$ cat src/rtl/mux4_scan_ctrl.sv
// mux4_scan_ctrl: round-robin select generator and sampler for a 4:1 mux
//   Drives {S1,S0} over the enabled channels, holds each for DWELL cycles,
//   captures Y per channel and publishes a 4-bit snapshot after each pass.
//   Ports:
//     clk    - system clock, rising edge
//     rst    - synchronous active-high reset
//     start  - begin a pass (sampled in IDLE only)
//     stop   - abort, honoured in any state (wins over start)
//     ch_en  - channel enable mask, bit k enables mux input Ik
//     Y      - mux output fed back from the 4:1 mux
//     S1,S0  - mux select, {S1,S0} = channel index
//     sample - per-channel snapshot of Y
//     valid  - one-cycle pulse while a snapshot is being published
//     busy   - high in SETTLE and DONE
//   Optional: define MUX4_SCAN_CONT_EN for continuous back-to-back passes.
module mux4_scan_ctrl #(
   parameter int DWELL = 2,
   parameter int CW    = 4
) (
   input  logic       clk,
   input  logic       rst,
   input  logic       start,
   input  logic       stop,
   input  logic [3:0] ch_en,
   input  logic       Y,
   output logic       S1,
   output logic       S0,
   output logic [3:0] sample,
   output logic       valid,
   output logic       busy
);
   typedef enum logic [1:0] {IDLE, SETTLE, DONE} state_t;
   localparam logic [CW-1:0] RELOAD = CW'(DWELL - 1);
   state_t state_q, state_d;
   logic [CW-1:0] cnt_q, cnt_d;
   logic [1:0] sel_q, sel_d, low_en, nxt;
   logic [3:0] mask_q, mask_d, shadow_q, shadow_d, sample_q, sample_d;
   logic has_nxt;
   // lowest enabled channel of the live mask, used when a pass is (re)started
   always_comb begin
      low_en = '0;
      for (int k = 3; k >= 0; k--) if (ch_en[k]) low_en = 2'(k);
   end
   // next higher enabled channel of the latched mask above the current select
   always_comb begin
      nxt = sel_q;
      has_nxt = 1'b0;
      for (int k = 3; k >= 0; k--)
         if (mask_q[k] && k > int'(sel_q)) begin
            nxt = 2'(k);
            has_nxt = 1'b1;
         end
   end
   always_comb begin
      state_d  = state_q;
      cnt_d    = cnt_q;
      sel_d    = sel_q;
      mask_d   = mask_q;
      shadow_d = shadow_q;
      sample_d = sample_q;
      if (stop) begin
         state_d = IDLE;
         cnt_d   = '0;
      end else begin
         case (state_q)
            IDLE:
               if (start && ch_en != 4'd0) begin
                  mask_d  = ch_en;
                  sel_d   = low_en;
                  cnt_d   = RELOAD;
                  state_d = SETTLE;
               end
            SETTLE:
               if (cnt_q != '0) cnt_d = cnt_q - CW'(1);
               else begin
                  shadow_d[sel_q] = Y;
                  if (has_nxt) begin
                     sel_d = nxt;
                     cnt_d = RELOAD;
                  end else state_d = DONE;
               end
            DONE: begin
               sample_d = shadow_q;
               state_d  = IDLE;
`ifdef MUX4_SCAN_CONT_EN
               if (ch_en != 4'd0) begin
                  mask_d  = ch_en;
                  sel_d   = low_en;
                  cnt_d   = RELOAD;
                  state_d = SETTLE;
               end
`endif
            end
            default: state_d = IDLE;
         endcase
      end
   end
   always_ff @(posedge clk) begin
      if (rst) begin
         state_q  <= IDLE;
         cnt_q    <= '0;
         sel_q    <= '0;
         mask_q   <= '0;
         shadow_q <= '0;
         sample_q <= '0;
      end else begin
         state_q  <= state_d;
         cnt_q    <= cnt_d;
         sel_q    <= sel_d;
         mask_q   <= mask_d;
         shadow_q <= shadow_d;
         sample_q <= sample_d;
      end
   end
   // valid is masked by stop so the pulse only accompanies a real publish
   assign {S1, S0} = sel_q;
   assign sample   = sample_q;
   assign valid    = (state_q == DONE) && !stop;
   assign busy     = state_q != IDLE;
endmodule

$ cat config.mk
export PLATFORM = sky130hd
export DESIGN_NAME = mux4_scan_ctrl
export DESIGN_NICKNAME = d
export VERILOG_FILES = /design/src/rtl/mux4_scan_ctrl.sv
export SDC_FILE = /design/constraint.sdc
export NUM_CORES = 1
export LEC_CHECK = 0
export BUFFER_PORTS_ARGS = -buffer_cell sky130_fd_sc_hd__buf_2
export CORE_MARGIN = 2
export CORE_UTILIZATION = 53
export CTS_CLUSTER_DIAMETER = 40
export DETAILED_ROUTE_END_ITERATION = 16
export PLACE_DENSITY = 0.77
export SKIP_LAST_GASP = 1
export SLEW_MARGIN = 20
export SYNTH_ARGS = -nofsm -noshare
export SYNTH_HDL_FRONTEND = slang
export SYNTH_SLANG_ARGS = --single-unit
$ cat constraint.sdc
create_clock -name clk -period 2.35 [get_ports clk]
set_input_delay 0.47 -clock clk [delete_from_list [all_inputs] [get_ports clk]]
set_output_delay 0.47 -clock clk [all_outputs]
set_load 0.01 [all_outputs]
# [After elaboration in Yosys (flattened, before gate mapping)]
# Cells that the tools add are included.
[totals] regBits=20 latchBits=0 ramBits=0 romBits=0 wordCells=66 n_memories=0
[op_classes] n_addsub=1 multipliers=0 div_mod_pow=0 order_cmp=5 eq_ne=8 n_shift=0 mux=25 bitwise=2 n_reduce_logical=19
[op_table] operator="$mux 2" count=13
[op_table] operator="$mux 4" count=3
[op_table] operator="$reduce_and 3->1" count=4
[op_table] operator="$ne 2x2->1 const B" count=4
[op_table] operator="$pmux 2 s2" count=2
[op_table] operator="$pmux 4 s2" count=1
[op_table] operator="$reduce_bool 4->1" count=2
[op_table] operator="$logic_and 1x1->1" count=6
[op_table] operator="$reduce_and 6->1" count=1
[op_table] operator="$bwmux 4" count=1
[op_table] operator="$gt 2x2->1 const A" count=2
[op_table] operator="$mux 1" count=4
[op_table] operator="$ne 4x4->1 const B" count=1
[op_table] operator="$reduce_bool 2->1" count=2
[op_table] operator="$sub 4x1->4 const B" count=1
[op_table] operator="$lt 2x3->1 const B" count=1
[op_table] operator="$ne 3x3->1 const B" count=1
[op_table] operator="$demux 1 s2" count=1
[op_table] operator="$eq 2x1->1 const B" count=1
[op_table] operator="$eq 2x2->1 const B" count=1
[op_table] operator="$ge 2x1->1 const B" count=1
[op_table] operator="$gt 1x2->1 const A" count=1
[op_table] operator="$logic_not 2->1" count=1
[op_table] operator="$not 1->1" count=2
[op_table] operator="3 further kinds" count=3

# [Depth between registers and ports, before layout]
# Gate-level depths: netlist of the first run.
[logic_depth] depth_word=8 ltp_mapped=7 mapped_depth_nobuf=7

# [Least setup slack after synthesis of the first run]
# Ideal clock, no wire load.
[synth_path] path_kind="flip-flop to flip-flop" start="register cnt_q[0]" end="register sel_q[1]" arrival_ps=1667 t_required_ps=2259 slack_ps=592 path_stages_with_launch=8 n_path_buf=0 synth_period_minus_slack_ps=1758 path_cell_list="dfxtp_1 inv_1 ha_1 or3b_4 and2_4 a311oi_4 a21oi_1 a311oi_1"
[synth_via] elab_chain_cells=3
[synth_rtl] element="start: declaration" line="35" source="logic [CW-1:0] cnt_q, cnt_d;"
[synth_rtl] element="start signal: assignment" line="108" source="cnt_q <= cnt_d;"
[synth_rtl] element="$reduce_bool 4->1" line="74" source="if (cnt_q != '0) cnt_d = cnt_q - CW'(1);"
[synth_rtl] element="$ne 2x2->1 (no line)"
[synth_rtl] element="$reduce_and 6->1 (no line)"
[synth_rtl] element="end signal: assignment" line="109" source="sel_q <= sel_d;"
[synth_rtl] element="end: declaration" line="36" source="logic [1:0] sel_q, sel_d, low_en, nxt;"
# Every way passes these cells.
# A chain may end at the register's enable or synchronous reset.

# [Worst setup path after layout of the first run]
# Same ends and word-level chain as after synthesis.

==> impl_metrics.yaml, run 1 <==
pwr:
  combinationalPowerShare_pct: 13.4
  powerDensity_mw_per_mm2: 553
  finalPower_mw: 0.582
  power_frac_seq_pct: 58.7
  power_frac_clock_pct: 27.9
  netSwitchingFraction_pct: 26.2
  leakagePower_nw: 0.447
  vdd_drop_max_v: 0.000295
  p_int_mw: 0.430
  p_sw_mw: 0.152
timing:
  max_freq_ghz: 0.515
  grt_setup_unrepaired: "false"
  final_max_slew_viol_count: 0
  slew_headroom_pct: 71.1
  fin_ws_ps: 410
  final.setup.tns_ps: 0
  setup_viol: 0
  layout_min_cycle_time_ps: 1940
  tightest_slew_ps: 434
  fin_crit_sh_pct: 82.6
  final.setup_skew_ps: 1.48
  finalHoldViolCount: 0
synth:
  syn_area_um2: 925
  yosys_warnings: 0
  synth_cell_type_count: 32
  netlist_instances: 103
  synthFlopType: "dfxtp_1"
  synth-seq-cells: 19
  synth_nets: 114
  synthArstFlopShare_pct: 0
  synth-edff-count: 0
  syn_avg_cell_area_um2: 8.98
  yosysSeqAreaShare_pct: 41.1
clocking:
  cts_inserted_buffers: 3
  hold_buffers: 0
  clkTransAtPathRegs_ps: 100
  cts_setup_buffers: 0
  cts_buffer_depth: 2
  ctsHtreeMaxLevel: 1
  cts_tree: "done"
  cts_resized: 0
  clock-sinks: 19
  clock_latency_ps: 290
  clockRootBuffer: "clkbuf_4"
placed_design:
  detailed_place_hpwl_mm: 1.35
  port_buffers: 16
  place_ws_ps: 432
  gp_congestion: 0.895
die:
  core_area_mm2: 0.00169
  start_util_pct: 54.7
  dieHeight_um: 45.8
  io-pin-count: 17
  num_rows: 15
  die_w_um: 45.8
  dieArea_mm2: 0.00209
finish:
  drive_gt1_share_pct: 23.0
  diodes: 0
  final.fill_count: 155
  final_cell_mix: "dfxtp_1 (19), nor2_1 (18), buf_2 (16), mux2i_1 (10), o21ai_0 (7)"
  final_common_cell: "dfxtp_1"
  syn2layout_area_growth_pct: 13.8
  finalNetCount: 134
critical_path:
  reg2regPathDepth: 7
  reg2reg_setup_slack_ps: 410
  reg2reg_from: "cnt_q[0]"
  crit_required_ps: 2550
  end_kind: "register"
  cpLargestDelayFamily: "compound AO/OA/AOI/OAI gates"
  cp_max_fo: 5
  r2r_end: "sel_q[1]"
  critPathSlowestCell: "or3b_4"
  cp_cell_sequence: "inv_1 > ha_1 > or3b_4 > and2_4 > a311oi_4 > a21oi_1 > a311oi_1"
  start_kind: "register"
  crit_type: "register to register"
  max_stage_delay_ps: 390
  critPathArrivalTime_ps: 2140
  crit_buf_inv: 1
drt:
  ant_nets: 0
  wire_per_inst_um: 12.9
  drt-met1-wl_um: 891
  num_vias: 800
  drt-vias-per-instance: 5.76
  drt_iter0_drc: 25
  wl_met3_um: 97
  route.met2.wl_um: 779
  firstDrtPassIters: 4
  totalWireLength_mm: 1.80
  drc: 0
  top_layer: "met4"
grt:
  grtUsageTotal_pct: 19.7
  grt_max_degree: 17
  antenna_found_initial: 0
  overflow: 0
  grt_pass1_vias: 707
  grt_pass1_wl_mm: 2.95
status:
  status: "completed"
min_path:
  min_from: "Y"
  hold_path.class: "input port to register"
  whs_path_depth: 3
  worstHoldEndpoint: "shadow_q[2]"
job:
  cap_violations: 0
==> worst max-delay path by stage <==
stage	from	end	cells past startpoint
2_1_floorplan	cnt_q[0]	sel_q[1]	7
3_3_place_gp	cnt_q[0]	shadow_q[1]	7
3_5_place_dp	cnt_q[0]	sel_q[1]	7
4_1_cts	cnt_q[0]	sel_q[1]	7
5_1_grt	cnt_q[0]	sel_q[1]	7
6_report	cnt_q[0]	sel_q[1]	7
==> cell type report <==
cell class                 instances  area [um^2]  share of cell area (%)
tap                               17         21.3                    2.02
clock buffer                       4         26.3                    2.50
inverter                           6         22.5                    2.14
sequential                        19          380                    36.1
multi-input combinational         76          514                    48.9
timing repair buffer              17         87.6                    8.32
==> logic make-up after synthesis <==
kind of cell             after synthesis  share of synthesized area, %
buffers and inverters                  8                          3.25
adder cells (fa/ha/maj)                2                          2.71
AND/OR/NAND/NOR                       40                          22.9
AO/OA/AOI/OAI                         24                          19.2
flip-flops                            19                          41.1
multiplexers                          10                          10.8
==> state kept, by name (all words and copies together), names as in the netlist <==
register / flops
mask_q: 3
cnt_q: 4
shadow_q: 4
sample: 4
state_q: 2
sel_q: 2
==> worst register-to-register path: stages (launching register included) <==
cell	delay (ps)
dfxtp_1	360
inv_1	90
ha_1	140
or3b_4	390
and2_4	170
a311oi_4	320
a21oi_1	110
a311oi_1	270
==> layer usage <==
layer / vias up / track usage (%)
li1: 405 / -
met1: 363 / 25.9
met2: 28 / 29.6
met3: 4 / 4.76
met4: 0 / 10.3
met5: - / 0
==> synthesized netlist by cell type (2+ instances only) <==
cell | instances | area [um^2]
clkbuf_1 | 2 | 7.51
dfxtp_1 | 19 | 380
o21ai_0 | 7 | 35.0
mux2i_1 | 10 | 100
nor3_1 | 2 | 10.0
ha_1 | 2 | 25.0
nor2_1 | 18 | 67.6
nand3_1 | 4 | 20.0
o31ai_1 | 3 | 22.5
nand2_1 | 2 | 7.51
a21oi_1 | 6 | 30.0
inv_1 | 6 | 22.5
nand2b_1 | 3 | 18.8
==> power by group through the flow <==
stage / Clock (mW) / Combinational (mW) / Sequential (mW)
2_1_floorplan: 0 / 0.0512 / 0.347
3_3_place_gp: 0 / 0.0754 / 0.349
3_5_place_dp: 0 / 0.0769 / 0.349
4_1_cts: 0.169 / 0.0774 / 0.342
5_1_grt: 0.181 / 0.0865 / 0.344
6_report: 0.162 / 0.0781 / 0.342
==> per-stage QoR <==
step                      hold WS [ps]  util [%]  instances  area [um^2]
final                              458      62.3        139         1050
after detailed placement           472      60.7        135         1030
after global placement             464      60.7        135         1030
after floorplan                    432         -        103          925
after global routing               462      62.3        139         1050
after CTS                          453      62.3        139         1050
Power figures use the tool's default switching activity.
==> run 2: changes to the inputs <==
--- a/config.mk
+++ b/config.mk
@@ -7,10 +7,10 @@
 export LEC_CHECK = 0
 export BUFFER_PORTS_ARGS = -buffer_cell sky130_fd_sc_hd__buf_2
 export CORE_MARGIN = 2
-export CORE_UTILIZATION = 53
+export CORE_UTILIZATION = 47
 export CTS_CLUSTER_DIAMETER = 40
 export DETAILED_ROUTE_END_ITERATION = 16
-export PLACE_DENSITY = 0.77
+export PLACE_DENSITY = 0.72
 export SKIP_LAST_GASP = 1
 export SLEW_MARGIN = 20
 export SYNTH_ARGS = -nofsm -noshare
==> constraint.sdc (replaced) <==
create_clock -name clk -period 1.6 [get_ports clk]
set_input_delay 0.32 -clock clk [delete_from_list [all_inputs] [get_ports clk]]
set_output_delay 0.32 -clock clk [all_outputs]
set_load 0.01 [all_outputs]
==> impl_metrics.yaml, run 2 (synthesized netlist as in run 1, its figures left out) <==
clocking:
  clockRootBuffer: "clkbuf_4"
  cts_buffer_depth: 2
  cts_tree: "done"
  clock-sinks: 19
  clkTransAtPathRegs_ps: 110
  ctsHtreeMaxLevel: 1
  cts_inserted_buffers: 3
  clock_latency_ps: 300
finish:
  final.fill_count: 168
  final_util_pct: 62.0
  syn2layout_area_growth_pct: 27.6
  finish.instance_area_mm2: 0.00118
  register_area_um2: 383
  multi_input_area_um2: 537
  final_cell_mix: "nor2_1 (18), dfxtp_1 (17), buf_2 (16), buf_4 (13), mux2i_1 (10)"
  finalNetCount: 146
  final_common_cell: "nor2_1"
  final_cells: 161
  diodes: 0
  drive_gt1_share_pct: 35.1
timing:
  final_max_slew_viol_count: 0
  tightest_slew_ps: 473
  fin_crit_sh_pct: 112
  setup_viol: 8
  finalHoldViolCount: 0
  layout_min_cycle_time_ps: 1790
  fin_ws_ps: -186
  max_freq_ghz: 0.560
  grt_setup_unrepaired: "true"
  final.setup.tns_ps: -745
  final.setup_skew_ps: 8.74
  slew_headroom_pct: 68.1
drt:
  wire_per_inst_um: 12.6
  drc: 0
  num_vias: 823
  totalWireLength_mm: 2.03
  ant_nets: 0
  drt_iter0_drc: 12
  drt-vias-per-instance: 5.11
  firstDrtPassIters: 4
pwr:
  p_sw_mw: 0.237
  vdd_drop_max_v: 0.000484
  leakagePower_nw: 0.512
  p_int_mw: 0.651
  finalPower_mw: 0.888
  combinationalPowerShare_pct: 16.1
  powerDensity_mw_per_mm2: 752
  power_frac_seq_pct: 56.4
  netSwitchingFraction_pct: 26.7
  power_frac_clock_pct: 27.5
die:
  start_util_pct: 48.6
  io-pin-count: 17
  dieArea_mm2: 0.00234
  dieHeight_um: 48.4
  num_rows: 16
  die_w_um: 48.4
  core_area_mm2: 0.00190
grt:
  overflow: 0
  grt_max_degree: 17
  grt_pass1_wl_mm: 3.62
  antenna_found_initial: 0
  grt_pass1_vias: 824
  grtUsageTotal_pct: 19.8
critical_path:
  crit_required_ps: 1830
  cp_max_fo: 4
  start_kind: "register"
  crit_type: "register to register"
  critPathArrivalTime_ps: 2010
  end_kind: "register"
placed_design:
  dp.cells: 156
  placed_area_mm2: 0.00113
  gp_congestion: 0.871
  detailed_place_hpwl_mm: 1.54
  port_buffers: 16
status:
  status: "complete, but fails checks"
  violations: "negative setup slack"
job:
  cap_violations: 0
min_path:
  hold_path.class: "input port to register"
run 2: cell count changes in the layout (fill, tap and decap cells not counted), moves of 2 or more:
cell	before	now
dfxtp_2	0	2
inv_1	6	4
dfxtp_1	19	17
buf_4	1	13
inv_2	0	2
run 2: final timing paths:
kind	end	slack [ps]	cells past startpoint	from
max	sel_q[1]	-190	7	cnt_q[1]
min	shadow_q[1]	310	3	Y
max reg2reg	sel_q[1]	-190	7	cnt_q[1]
min reg2reg	cnt_q[3]	480	1	cnt_q[3]
run 2: cell type report:
class / instances / share of cell area [%]
Timing Repair Buffer: 29 / 15.1
Multi-Input combinational cell: 76 / 45.5
Tap cell: 27 / 2.86
Sequential cell: 19 / 32.4
Clock buffer: 4 / 2.23
Inverter: 6 / 1.91
run 2: layer usage:
layer	track usage, %	part of all wire (%)	vias to the layer above
met5	0	0	-
met4	7.14	1.6	0
met3	5.86	3.8	5
met2	32.9	48	14
met1	24.5	47	373
li1	-	-	431
run 2: what timing repair did:
item	4_1_cts	5_1_grt
resized for setup	0	3
setup endpoints to repair	6	10
setup buffers	0	1
endpoints found under the hold margin	0	0
hold buffers	0	0
pin swaps	0	2
cloned	0	0
run 2: worst max-delay path, stage by stage (launching register included):
cell	delay (ps)
dfxtp_2	350
inv_2	80
ha_4	120
or3b_4	390
and2_4	160
a311oi_4	310
a21oi_1	100
a311oi_1	190
run 2: through the flow:
stage               setup slack [ps]  hold WS [ps]
floorplan                      -43.2           392
global placement               -78.0           453
detailed placement              -146           464
CTS                             -169           307
global route                    -247           322
finish                          -186           314
run 2: power by group through the flow:
| stage | Sequential, mW | Combinational, mW | Clock, mW |
|---|---|---|---|
| CTS | 0.501 | 0.139 | 0.253 |
| finish | 0.501 | 0.143 | 0.244 |
| global placement | 0.511 | 0.135 | 0 |
| global route | 0.504 | 0.158 | 0.265 |
| detailed placement | 0.512 | 0.137 | 0 |
| floorplan | 0.511 | 0.0764 | 0 |
